File: src/rtl/cpu_pkg.sv
// Shared CPU definitions: divider state encodings, default datapath width and
// control-signal polarity constants used by the control unit.
package cpu_pkg;

   localparam int DIV_WIDTH = 32;

   typedef enum logic [1:0] {
      DIV_IDLE = 2'd0,
      DIV_CALC = 2'd1,
      DIV_FIX  = 2'd2
   } div_state_e;

   localparam logic READ  = 1'b0;
   localparam logic WRITE = 1'b1;

endpackage

File: src/rtl/div_step.sv
// One restoring-division step on unsigned magnitudes: shift {rem,quot} left,
// subtract the divisor when it fits and shift the outcome into the quotient.
module div_step
   import cpu_pkg::*;
#(
   parameter int WIDTH = DIV_WIDTH
) (
   input  logic [WIDTH-1:0] rem_i,
   input  logic [WIDTH-1:0] quot_i,
   input  logic [WIDTH-1:0] divisor_i,
   output logic [WIDTH-1:0] rem_o,
   output logic [WIDTH-1:0] quot_o
);

   logic [WIDTH:0] rem_sh;
   logic [WIDTH:0] diff;
   logic           fits;

   // Subtraction is WIDTH+1 bits wide so the borrow lands in the top bit.
   assign rem_sh = {rem_i, quot_i[WIDTH-1]};
   assign diff   = rem_sh - {1'b0, divisor_i};
   assign fits   = ~diff[WIDTH];
   assign rem_o  = fits ? diff[WIDTH-1:0] : rem_sh[WIDTH-1:0];
   assign quot_o = {quot_i[WIDTH-2:0], fits};

endmodule

File: src/rtl/div_unit.sv
// Multi-cycle signed divider for DIV: quotient on lo_out, remainder on hi_out,
// truncating semantics, one restoring step per cycle plus a sign-fix cycle.
module div_unit
   import cpu_pkg::*;
#(
   parameter int WIDTH = DIV_WIDTH,
   parameter int CNT_W = 5
) (
   input  logic             clk,
   input  logic             reset_in,
   input  logic             div_start,
   input  logic [WIDTH-1:0] dividend,
   input  logic [WIDTH-1:0] divisor,
   output logic [WIDTH-1:0] hi_out,
   output logic [WIDTH-1:0] lo_out,
   output logic             div_busy,
   output logic             div_done,
   output logic             div_zero
);

   localparam logic [CNT_W-1:0] LAST = CNT_W'(WIDTH - 1);

   div_state_e       state_q, state_d;
   logic             start_ok, zero_req, step_en, fix_en;
   logic [WIDTH-1:0] rem_q, quot_q, dvs_q, hi_q, lo_q;
   logic [WIDTH-1:0] rem_nx, quot_nx;
   logic [CNT_W-1:0] cnt_q;
   logic             q_neg_q, r_neg_q, done_q, zero_q;

   always_ff @(posedge clk or negedge reset_in) begin
      if (!reset_in) state_q <= DIV_IDLE;
      else           state_q <= state_d;
   end

   always_comb begin
      state_d = state_q;
      unique case (state_q)
         DIV_IDLE: if (start_ok)      state_d = DIV_CALC;
         DIV_CALC: if (cnt_q == LAST) state_d = DIV_FIX;
         DIV_FIX:                     state_d = DIV_IDLE;
         default:                     state_d = DIV_IDLE;
      endcase
   end

   always_comb begin
      start_ok = (state_q == DIV_IDLE) && div_start && (divisor != '0);
      zero_req = (state_q == DIV_IDLE) && div_start && (divisor == '0);
      step_en  = (state_q == DIV_CALC);
      fix_en   = (state_q == DIV_FIX);
      div_busy = (state_q != DIV_IDLE);
   end

   div_step #(.WIDTH(WIDTH)) u_step (
      .rem_i     (rem_q),
      .quot_i    (quot_q),
      .divisor_i (dvs_q),
      .rem_o     (rem_nx),
      .quot_o    (quot_nx)
   );

   // Magnitudes are unsigned, so |0x80000000| stays representable.
   always_ff @(posedge clk or negedge reset_in) begin
      if (!reset_in) begin
         rem_q   <= '0;
         quot_q  <= '0;
         dvs_q   <= '0;
         cnt_q   <= '0;
         q_neg_q <= 1'b0;
         r_neg_q <= 1'b0;
         hi_q    <= '0;
         lo_q    <= '0;
         done_q  <= 1'b0;
         zero_q  <= 1'b0;
      end else begin
         done_q <= fix_en;
         zero_q <= zero_req;
         if (start_ok) begin
            rem_q   <= '0;
            quot_q  <= dividend[WIDTH-1] ? -dividend : dividend;
            dvs_q   <= divisor[WIDTH-1]  ? -divisor  : divisor;
            q_neg_q <= dividend[WIDTH-1] ^ divisor[WIDTH-1];
            r_neg_q <= dividend[WIDTH-1];
            cnt_q   <= '0;
         end else if (step_en) begin
            rem_q  <= rem_nx;
            quot_q <= quot_nx;
            cnt_q  <= cnt_q + CNT_W'(1);
         end
         if (fix_en) begin
            lo_q <= q_neg_q ? -quot_q : quot_q;
            hi_q <= r_neg_q ? -rem_q  : rem_q;
         end
      end
   end

   assign hi_out   = hi_q;
   assign lo_out   = lo_q;
   assign div_done = done_q;
   assign div_zero = zero_q;

endmodule

File: config.mk
export PLATFORM = sky130hd
export DESIGN_NAME = div_unit
export DESIGN_NICKNAME = d
export VERILOG_FILES = /design/src/rtl/cpu_pkg.sv /design/src/rtl/div_step.sv /design/src/rtl/div_unit.sv
export SDC_FILE = /design/constraint.sdc
export NUM_CORES = 1
export LEC_CHECK = 0
export ABC_AREA = 1
export CORE_ASPECT_RATIO = 1.2
export CORE_MARGIN = 2
export CORE_UTILIZATION = 55
export DETAILED_ROUTE_END_ITERATION = 10
export PLACE_DENSITY = 0.78
export SYNTH_ARGS = -nofsm -noshare
export SYNTH_HDL_FRONTEND = slang
export SYNTH_SLANG_ARGS = --single-unit
File: constraint.sdc
create_clock -name clk -period 4.9 [get_ports clk]
set_input_delay 0.98 -clock clk [delete_from_list [all_inputs] [get_ports clk]]
set_output_delay 0.98 -clock clk [all_outputs]
set_load 0.005 [all_outputs]
== Word-level counts from Yosys, hierarchy flattened ==
Cells that the tools add are included.

* Bits in registers: 171

* Add/subtract/negate cells: 6
* Equal/unequal tests: 5
* Bitwise logic cells: 2
* Muxes and demuxes: 14
* Reductions and logical operators: 9

{| class="wikitable"
|+ Operators with widths
! cell !! number
|-
| two-way mux 32 bit || 9
|-
| negator 32 bit || 4
|-
| subtractor 33 x 32 -> 33 bit || 1
|-
| logical NOT 32 bit || 1
|-
| nonzero test 32 bit || 1
|-
| two-way mux 5 bit || 2
|-
| adder 5 x 1 -> 5 bit (second input constant) || 1
|-
| equality test 5 bit (second input constant) || 1
|-
| two-way mux 2 bit || 2
|-
| one-hot mux 2 bit (2 select lines) || 1
|-
| nonzero test 2 bit || 2
|-
| logical AND 1 bit || 3
|-
| equality test 2 x 1 -> 1 bit (second input constant) || 1
|-
| equality test 2 bit (second input constant) || 1
|-
| logical NOT 2 bit || 1
|-
| != test 2 x 1 -> 1 bit (second input constant) || 1
|-
| != test 2 bit (second input constant) || 1
|-
| AND reduction 2 bit || 1
|-
| inverter 1 bit || 1
|-
| XOR 1 bit || 1
|}

== Depth between registers and ports, before layout ==
Gate-level depths: netlist of the first run.

* Depth in word-level cells: 5
* Gate-level depth with buffers: 18

== Cells and area by module ==
A second synthesis of the first run with hierarchy kept.

* Cells, all modules: 2,183
* Area total of the unflattened synthesis: 13,596.8 µm²

{| class="wikitable"
|+ By module, submodules not included
! module !! times used !! cells an instance !! area each (µm²)
|-
| div_unit || 1 || 1,468 || 10,193.5
|-
| div_step || 1 || 715 || 3,403.3
|}

== Worst setup path before layout of the first run ==
No wires, ideal clock.

* Path kind: input to register
* Start point: in divisor[0]
* End point: reg dvs_q[18]
* Setup slack: 2,481 ps
* Stages on the path: 12
* Data required time: 4,783 ps
* Setup time: 117 ps
* Arrival time: 2,302 ps
* Cell sequence: inv_1 ha_1 nand3_1 nor2_1 nand3_1 nor2_1 nand2_1 nand2_1 o21ai_0 xor2_1 nand2_1 nand2_1

* Longest elaborated chain between the ends: 2
* Elaborated cells between the ends (all ways): 4

{| class="wikitable"
|+ RTL lines
! item !! RTL line !! text
|-
| from (decl) || div_unit.sv:13 || <nowiki>input logic [WIDTH-1:0] divisor,</nowiki>
|-
| negator 32 bit / nonzero test 32 bit (equally long branches) || div_unit.sv:80, div_unit.sv:46 ||
|-
| two-way mux 32 bit / logical AND 1 bit (equally long branches) || div_unit.sv:80, div_unit.sv:46 ||
|-
| to (signal assigned) || div_unit.sv:80 || <nowiki>dvs_q <= divisor[WIDTH-1] ? -divisor : divisor;</nowiki>
|-
| to (decl) || div_unit.sv:25 || <nowiki>logic [WIDTH-1:0] rem_q, quot_q, dvs_q, hi_q, lo_q;</nowiki>
|}

Parallel ways exist; a longest one is shown, timed or not.
A chain may end at the register's enable or synchronous reset.

== Worst setup path after layout of the first run ==
* Start point: reg state_q[0]
* End point: reg cnt_q[4]

* Longest elaborated chain between the ends: 4
* Elaborated cells between the ends (all ways): 6

{| class="wikitable"
|+ RTL lines
! item !! RTL line !! text
|-
| from (decl) || div_unit.sv:23 || <nowiki>div_state_e state_q, state_d;</nowiki>
|-
| from (signal assigned) || div_unit.sv:32 || <nowiki>else state_q <= state_d;</nowiki>
|-
| logical NOT 2 bit || div_unit.sv:46 || <nowiki>start_ok = (state_q == DIV_IDLE) && div_start && (divisor != '0);</nowiki>
|-
| logical AND 1 bit (2 in a row) || div_unit.sv:46 ||
|-
| two-way mux 5 bit / nonzero test 2 bit (equally long branches) || -- ||
|-
| to (signal assigned) || div_unit.sv:87 || <nowiki>cnt_q <= cnt_q + CNT_W'(1);</nowiki>
|-
| to (decl) || div_unit.sv:27 || <nowiki>logic [CNT_W-1:0] cnt_q;</nowiki>
|}

Parallel ways exist; a longest one is shown, timed or not.

==> impl_results.md, run 1 <==
- Cell area after synthesis: 12,900 um2
- PwrDens: 701 nW/um2
- Reg power frac: 25.5%
- Clk network pwr share: 13.5%
- RR Startpoint: state_q[0]$_DFFE_PN0P_
- Longest Clk Path Bufs: 2
- Slew @ Worst Pin: 1050 ps
- Area Growth Syn to Fin: 16.5%
- Max Freq: 306 MHz
- Clk_skew: 16.4 ps
- Drt first pass iters: 7
- Power, Total: 10,500 uW
- RSZ-0062 raised after global routing: false
- Most area-hungry cell type in the Yosys netlist: dfrtp_1
- Synth top area cells: dfrtp_1 33%, nand2_1 20%, nand3_1 7.9%
- Vias per std cell: 5.47
- Net Sw Frac: 53.8%
- Maximum vdd drop: 0.346 mV
- GR Overflow Total: 0
- Worst-path maximum fanout: 61
- Clk slew on worst S/H paths: 70 ps
- Pre-CTS WS: 1230 ps
- Final worst slack: 1630 ps
- Gate Count Post-Synth: 1,964
- Leakage power: 0.00762 uW
- Initial core utilization: 55.8%
- Vias in the first global route: 12,600
- Via count: 13,100
- Avg Inst Size Synth: 6.55 um2
- Status: complete, no violations
- CP arrival: 3590 ps
- Row Count: 61
- Crit path from: state_q[0]$_DFFE_PN0P_
- Final hold viol count: 0
- Core Footprint: 23,000 um2
- Most instantiated library cell after synthesis: nand2_1
- Setup crit end kind: flop
- Clock Tree Root: clkbuf_16
- EDFF count, synth: 0
- First-pass GRT wire length: 65,000 um
- Total Nets Final: 2,174
- Residual DRC: 0
- YS warnings: 0
- Number of CTS-inserted buffers: 17
- Clock sink total: 171
- WL per Instance: 17.2 um
- Clock latency on the worst-skew pair: 450 ps
- Synth top area share: 33.3%
- Initial DRC Count: 953
- Post-CTS Hold Buffers: 0
- Final Cycle Share: 66.7%
- IO buf count: 133
- Synth cell count leaders: 669 x nand2_1, 256 x inv_1, 203 x nand3_1
- Hpwl dp: 32,400 um
- Fill count: 2,234
- Diode count: 0
- Post-synth ARST share: 100%
- CTS tree: built
- Total Routing Usage GR: 34.3%
- Htree depth: 4
- Ports: 134
- Slew margin rel.: 30.2%
- Layout cells sized above 1: 3.99%
- Final WL: 41,200 um
- Switch Pwr: 5640 uW
- Syn Nets: 2,070
- Detail Route Antenna Nets: 0
- Primary FF master, synth: dfrtp_1
- Worst min path class: reg -> reg
- Crit start category: flop
- Die area: 24,600 um2
- Die X: 144 um
- Vert. Die Dim: 171 um
- Kind of critical path: reg -> reg
- Fin crit period: 3270 ps
- Max_cap viols: 0
- Post-CTS Resized: 0
- Placer Congestion: 1.01
- TNS Setup: 0 ps
- HP Start: lo_out[20]$_DFFE_PN0P_
- Fin. max-slew vios: 0
- Final Util: 65.0%
- Pin count of the biggest net entering global routing: 103
- Post-CTS setup buffers: 0
- Initial antenna violation count: 0
- Internal power: 4850 uW
- Data required time of the worst path: 5220 ps
- Unique masters post-synth: 48
- Share of the yosys chip area belonging to registers: 33.3%
- Combinational Power Share: 61.1%
- Final setup fails: 0
- Flops & latches, synth: 171
[stage by stage]
| stage | hold WS [ps] | instance area, um2 | std cells |
|---|---|---|---|
| after CTS | 491 | 15000 | 2396 |
| after detailed placement | 472 | 14400 | 2364 |
| final | 486 | 15000 | 2396 |
| after floorplan | 449 | 12900 | 1964 |
| after global placement | 468 | 14400 | 2364 |
| after global routing | 512 | 15000 | 2396 |
[cell usage in the layout, fill, tap and decap left out, drive strengths merged, types with 18 or more instances in the layout]
cell type      netlist  routed
nand2              679     679
inv                268     276
nand3              204     204
dfrtp              171     171
nor2               170     170
clkdlybuf4s50        0     132
o21ai              113     113
xor2                73      73
ha                  38      38
a21oi               35      35
nand4               28      28
xnor2               21      21
nor3                21      21
o211ai              18      18
clkbuf              32      18
[critical path, cell delays in order, from the launching register on]
cell and delay [ps]:
dfrtp_1 360, inv_1 110, nor2_4 90, buf_4 480, clkinv_1 650, nand2_4 310
clkinv_2 710, a22o_1 420
[power by group through the flow]
stage	Clock, uW	Sequential (uW)	Combinational, uW
CTS	1420	2640	6360
detailed placement	0	2660	6330
global placement	0	2650	6200
global route	1480	2700	7210
finish	1410	2670	6410
floorplan	0	2300	4780
[layout make-up]
class | count | area [um2] | share of cell area [%]
clock inverter | 14 | 173 | 1.15
clock buffer | 18 | 439 | 2.93
multi-input combinational | 1465 | 7280 | 48.6
sequential | 171 | 4280 | 28.6
timing repair buffer | 141 | 1390 | 9.30
tap | 315 | 394 | 2.63
inverter | 272 | 1020 | 6.82
[sequential cells by signal, summed over array words and instances, names as in the netlist]
| register | count |
|---|---|
| cnt_q | 5 |
| div_done | 1 |
| div_zero | 1 |
| dvs_q | 32 |
| hi_out | 32 |
| lo_out | 32 |
| q_neg_q | 1 |
| quot_q | 32 |
| r_neg_q | 1 |
| rem_q | 32 |
| state_q | 2 |
[path summary, 6_finish.rpt]
path	end	slack, ps	cells past startpoint
hold / removal	lo_out[20]$_DFFE_PN0P_	490	2
setup reg to reg	cnt_q[4]$_DFFE_PN0P_	1630	7
hold reg to reg	lo_out[20]$_DFFE_PN0P_	490	2
max in group asynchronous	dvs_q[7]$_DFFE_PN0P_	3110	2
min in group asynchronous	dvs_q[17]$_DFFE_PN0P_	620	1
setup / recovery	cnt_q[4]$_DFFE_PN0P_	1630	7
[layer usage]
layer | track usage (%) | up-vias | part of all wire [%]
li1 | - | 6446 | -
met1 | 41.5 | 5956 | 40
met2 | 58.8 | 557 | 48
met3 | 3.56 | 145 | 4.9
met4 | 20.8 | 0 | 6.8
met5 | 0 | - | 0
[logic make-up (layout without fill, tap and decap cells)]
kind of cell    Yosys count  count (layout)  synth area share (%)
compound gates          200             200                  9.13
xor+xnor                 94              94                  6.40
fa+ha+maj                39              39                  3.85
buf+inv                 328             445                  10.1
flops                   171             171                  33.3
simple gates           1132            1132                  37.2
(Power assumes the default switching activity.)
==> run 2, diff against run 1 <==
Clock period 4.9 ns to 3.23 ns, I/O delays scaled along.
==> run 2 against run 1 <==
  * Core utilization grew 0.30 points
  * Highest routed layer unchanged
  * Critical endpoint is now rem_q[2]$_DFFE_PN0P_
  * Combinational power grew 54%
  * Critical path depth grew 10
  * Sequential share of layout area shrank 0.13 points
  * Sequential cell count is the same
  * First-iteration DRC count shrank 5.5%
  * Non-clock buffer count grew 9
  * Register-to-register slack lost 1200 ps
  * Worst hold slack lost 260 ps
==> impl_results.md, run 2 (same netlist as run 1, synthesis figures left out) <==
- Status: complete, no violations
- Clock latency on the worst-skew pair: 450 ps
- Final WL: 40,600 um
- Worst R2R End: rem_q[2]$_DFFE_PN0P_
- Final worst slack: 467 ps
- CTS tree: built
- Total Nets Final: 2,183
- Final setup fails: 0
- Post-CTS Resized: 0
- Reg2Reg Depth: 17
- RR Startpoint: quot_q[31]$_DFFE_PN0P_
- Clk_skew: 9.46 ps
- Commonest non-fill, non-tap cells in the layout: 669 x nand2_1, 256 x inv_1, 203 x nand3_1, 171 x dfrtp_1, 164 x nor2_1
- GR Overflow Total: 0
- Initial antenna violation count: 0
- Area Growth Syn to Fin: 17.0%
- CP arrival: 3090 ps
- Initial core utilization: 55.8%
- Flop2flop setup slack: 470 ps
- Initial DRC Count: 901
- Slew @ Worst Pin: 820 ps
- IO buf count: 133
- Total Routing Usage GR: 34.0%
- Leakage power: 0.00766 uW
- Kind of critical path: reg -> reg
- Maximum vdd drop: 0.636 mV
- Fin cells: 2,404
- DP Area: 14,500 um2
- Post-Layout Inst Area: 15,100 um2
- Post-CTS Hold Buffers: 0
- Row Count: 61
- Worst min path class: in -> async
- TNS Setup: 0 ps
- Final hold viol count: 0
- Clock Tree Root: clkbuf_16
- Crit start category: flop
- Diode count: 0
- Most common cell after layout, fill and taps aside: nand2_1
- Die X: 144 um
- Hpwl dp: 31,900 um
- Slew margin rel.: 45.3%
- Power, Total: 15,900 uW
- WL per Instance: 16.9 um
- Vias in the first global route: 12,500
- Crit path from: quot_q[31]$_DFFE_PN0P_
- Die area: 24,600 um2
- Via count: 13,000
- Worst-path maximum fanout: 28
- First-pass GRT wire length: 64,300 um
- Post-CTS setup buffers: 0
- Pre-CTS WS: 302 ps
- Ports: 134
- Max_cap viols: 0
- Clk slew on worst S/H paths: 70 ps
- Fin. max-slew vios: 0
- Setup crit end kind: flop
- Longest Clk Path Bufs: 2
- PwrDens: 1060 nW/um2
- Number of CTS-inserted buffers: 17
- Data required time of the worst path: 3560 ps
- Drt first pass iters: 6
- Core Footprint: 23,000 um2
- Htree depth: 4
- Vias per std cell: 5.42
- Vert. Die Dim: 171 um
- Layout cells sized above 1: 4.31%
- Final Cycle Share: 85.6%
- Max Freq: 362 MHz
- Fin crit period: 2760 ps
- RSZ-0062 raised after global routing: false
- Residual DRC: 0
- Pin count of the biggest net entering global routing: 99
- Clock sink total: 171
- Dpl cells: 2,373
- Placer Congestion: 1.03
- Detail Route Antenna Nets: 0
run 2: stage by stage:
stage               utilization, %  hold slack (ps)
global placement              62.7              468
detailed placement            62.7              467
global route                  65.3              280
CTS                           65.3              265
finish                        65.3              226
floorplan                        -              350
run 2: worst max-delay path by stage:
| stage | end | slack (ps) | cells after the start |
|---|---|---|---|
| 2_1_floorplan | rem_q[12]$_DFFE_PN0P_ | 1010 | 18 |
| 3_3_place_gp | quot_q[31]$_DFFE_PN0P_ | 420 | 12 |
| 3_5_place_dp | quot_q[26]$_DFFE_PN0P_ | 300 | 12 |
| 4_1_cts | rem_q[30]$_DFFE_PN0P_ | 510 | 17 |
| 5_1_grt | rem_q[19]$_DFFE_PN0P_ | 300 | 17 |
| 6_report | rem_q[2]$_DFFE_PN0P_ | 470 | 17 |
run 2: area by class of cell:
type	count	area, um2
Clock buffer	18	429
Clock inverter	13	160
Fill cell	2200	8000
Inverter	272	1020
Multi-Input combinational cell	1465	7280
Sequential cell	171	4280
Tap cell	315	394
Timing Repair Buffer	150	1490
run 2: critical path, stage by stage, from the launching register on:
cell and delay, ps:
dfrtp_1 380, inv_1 100, ha_1 280, fa_1 420, inv_1 110, nand2_1 60
nand2_1 70, nand3_1 80, nand2_2 120, nand2_2 70, nand2_2 80, nand2_4 70
nand2_4 80, nand2_4 210, nand2_8 250, nand2_1 100, nand3_1 80, nand2_1 70
run 2: per-layer routing:
layer	GRT usage, %	part of all wire (%)	up-vias
met5	0	0	-
li1	-	-	6466
met4	15.1	4.7	0
met1	41.4	42	6051
met3	3.84	4.0	104
met2	60.2	50	407
run 2: power by group:
| part | switching (uW) | total (uW) | internal, uW |
|---|---|---|---|
| combinational | 6470 | 9870 | 3400 |
| clock | 945 | 2100 | 1160 |
| sequential | 1020 | 3920 | 2890 |
| total | 8440 | 15900 | 7450 |
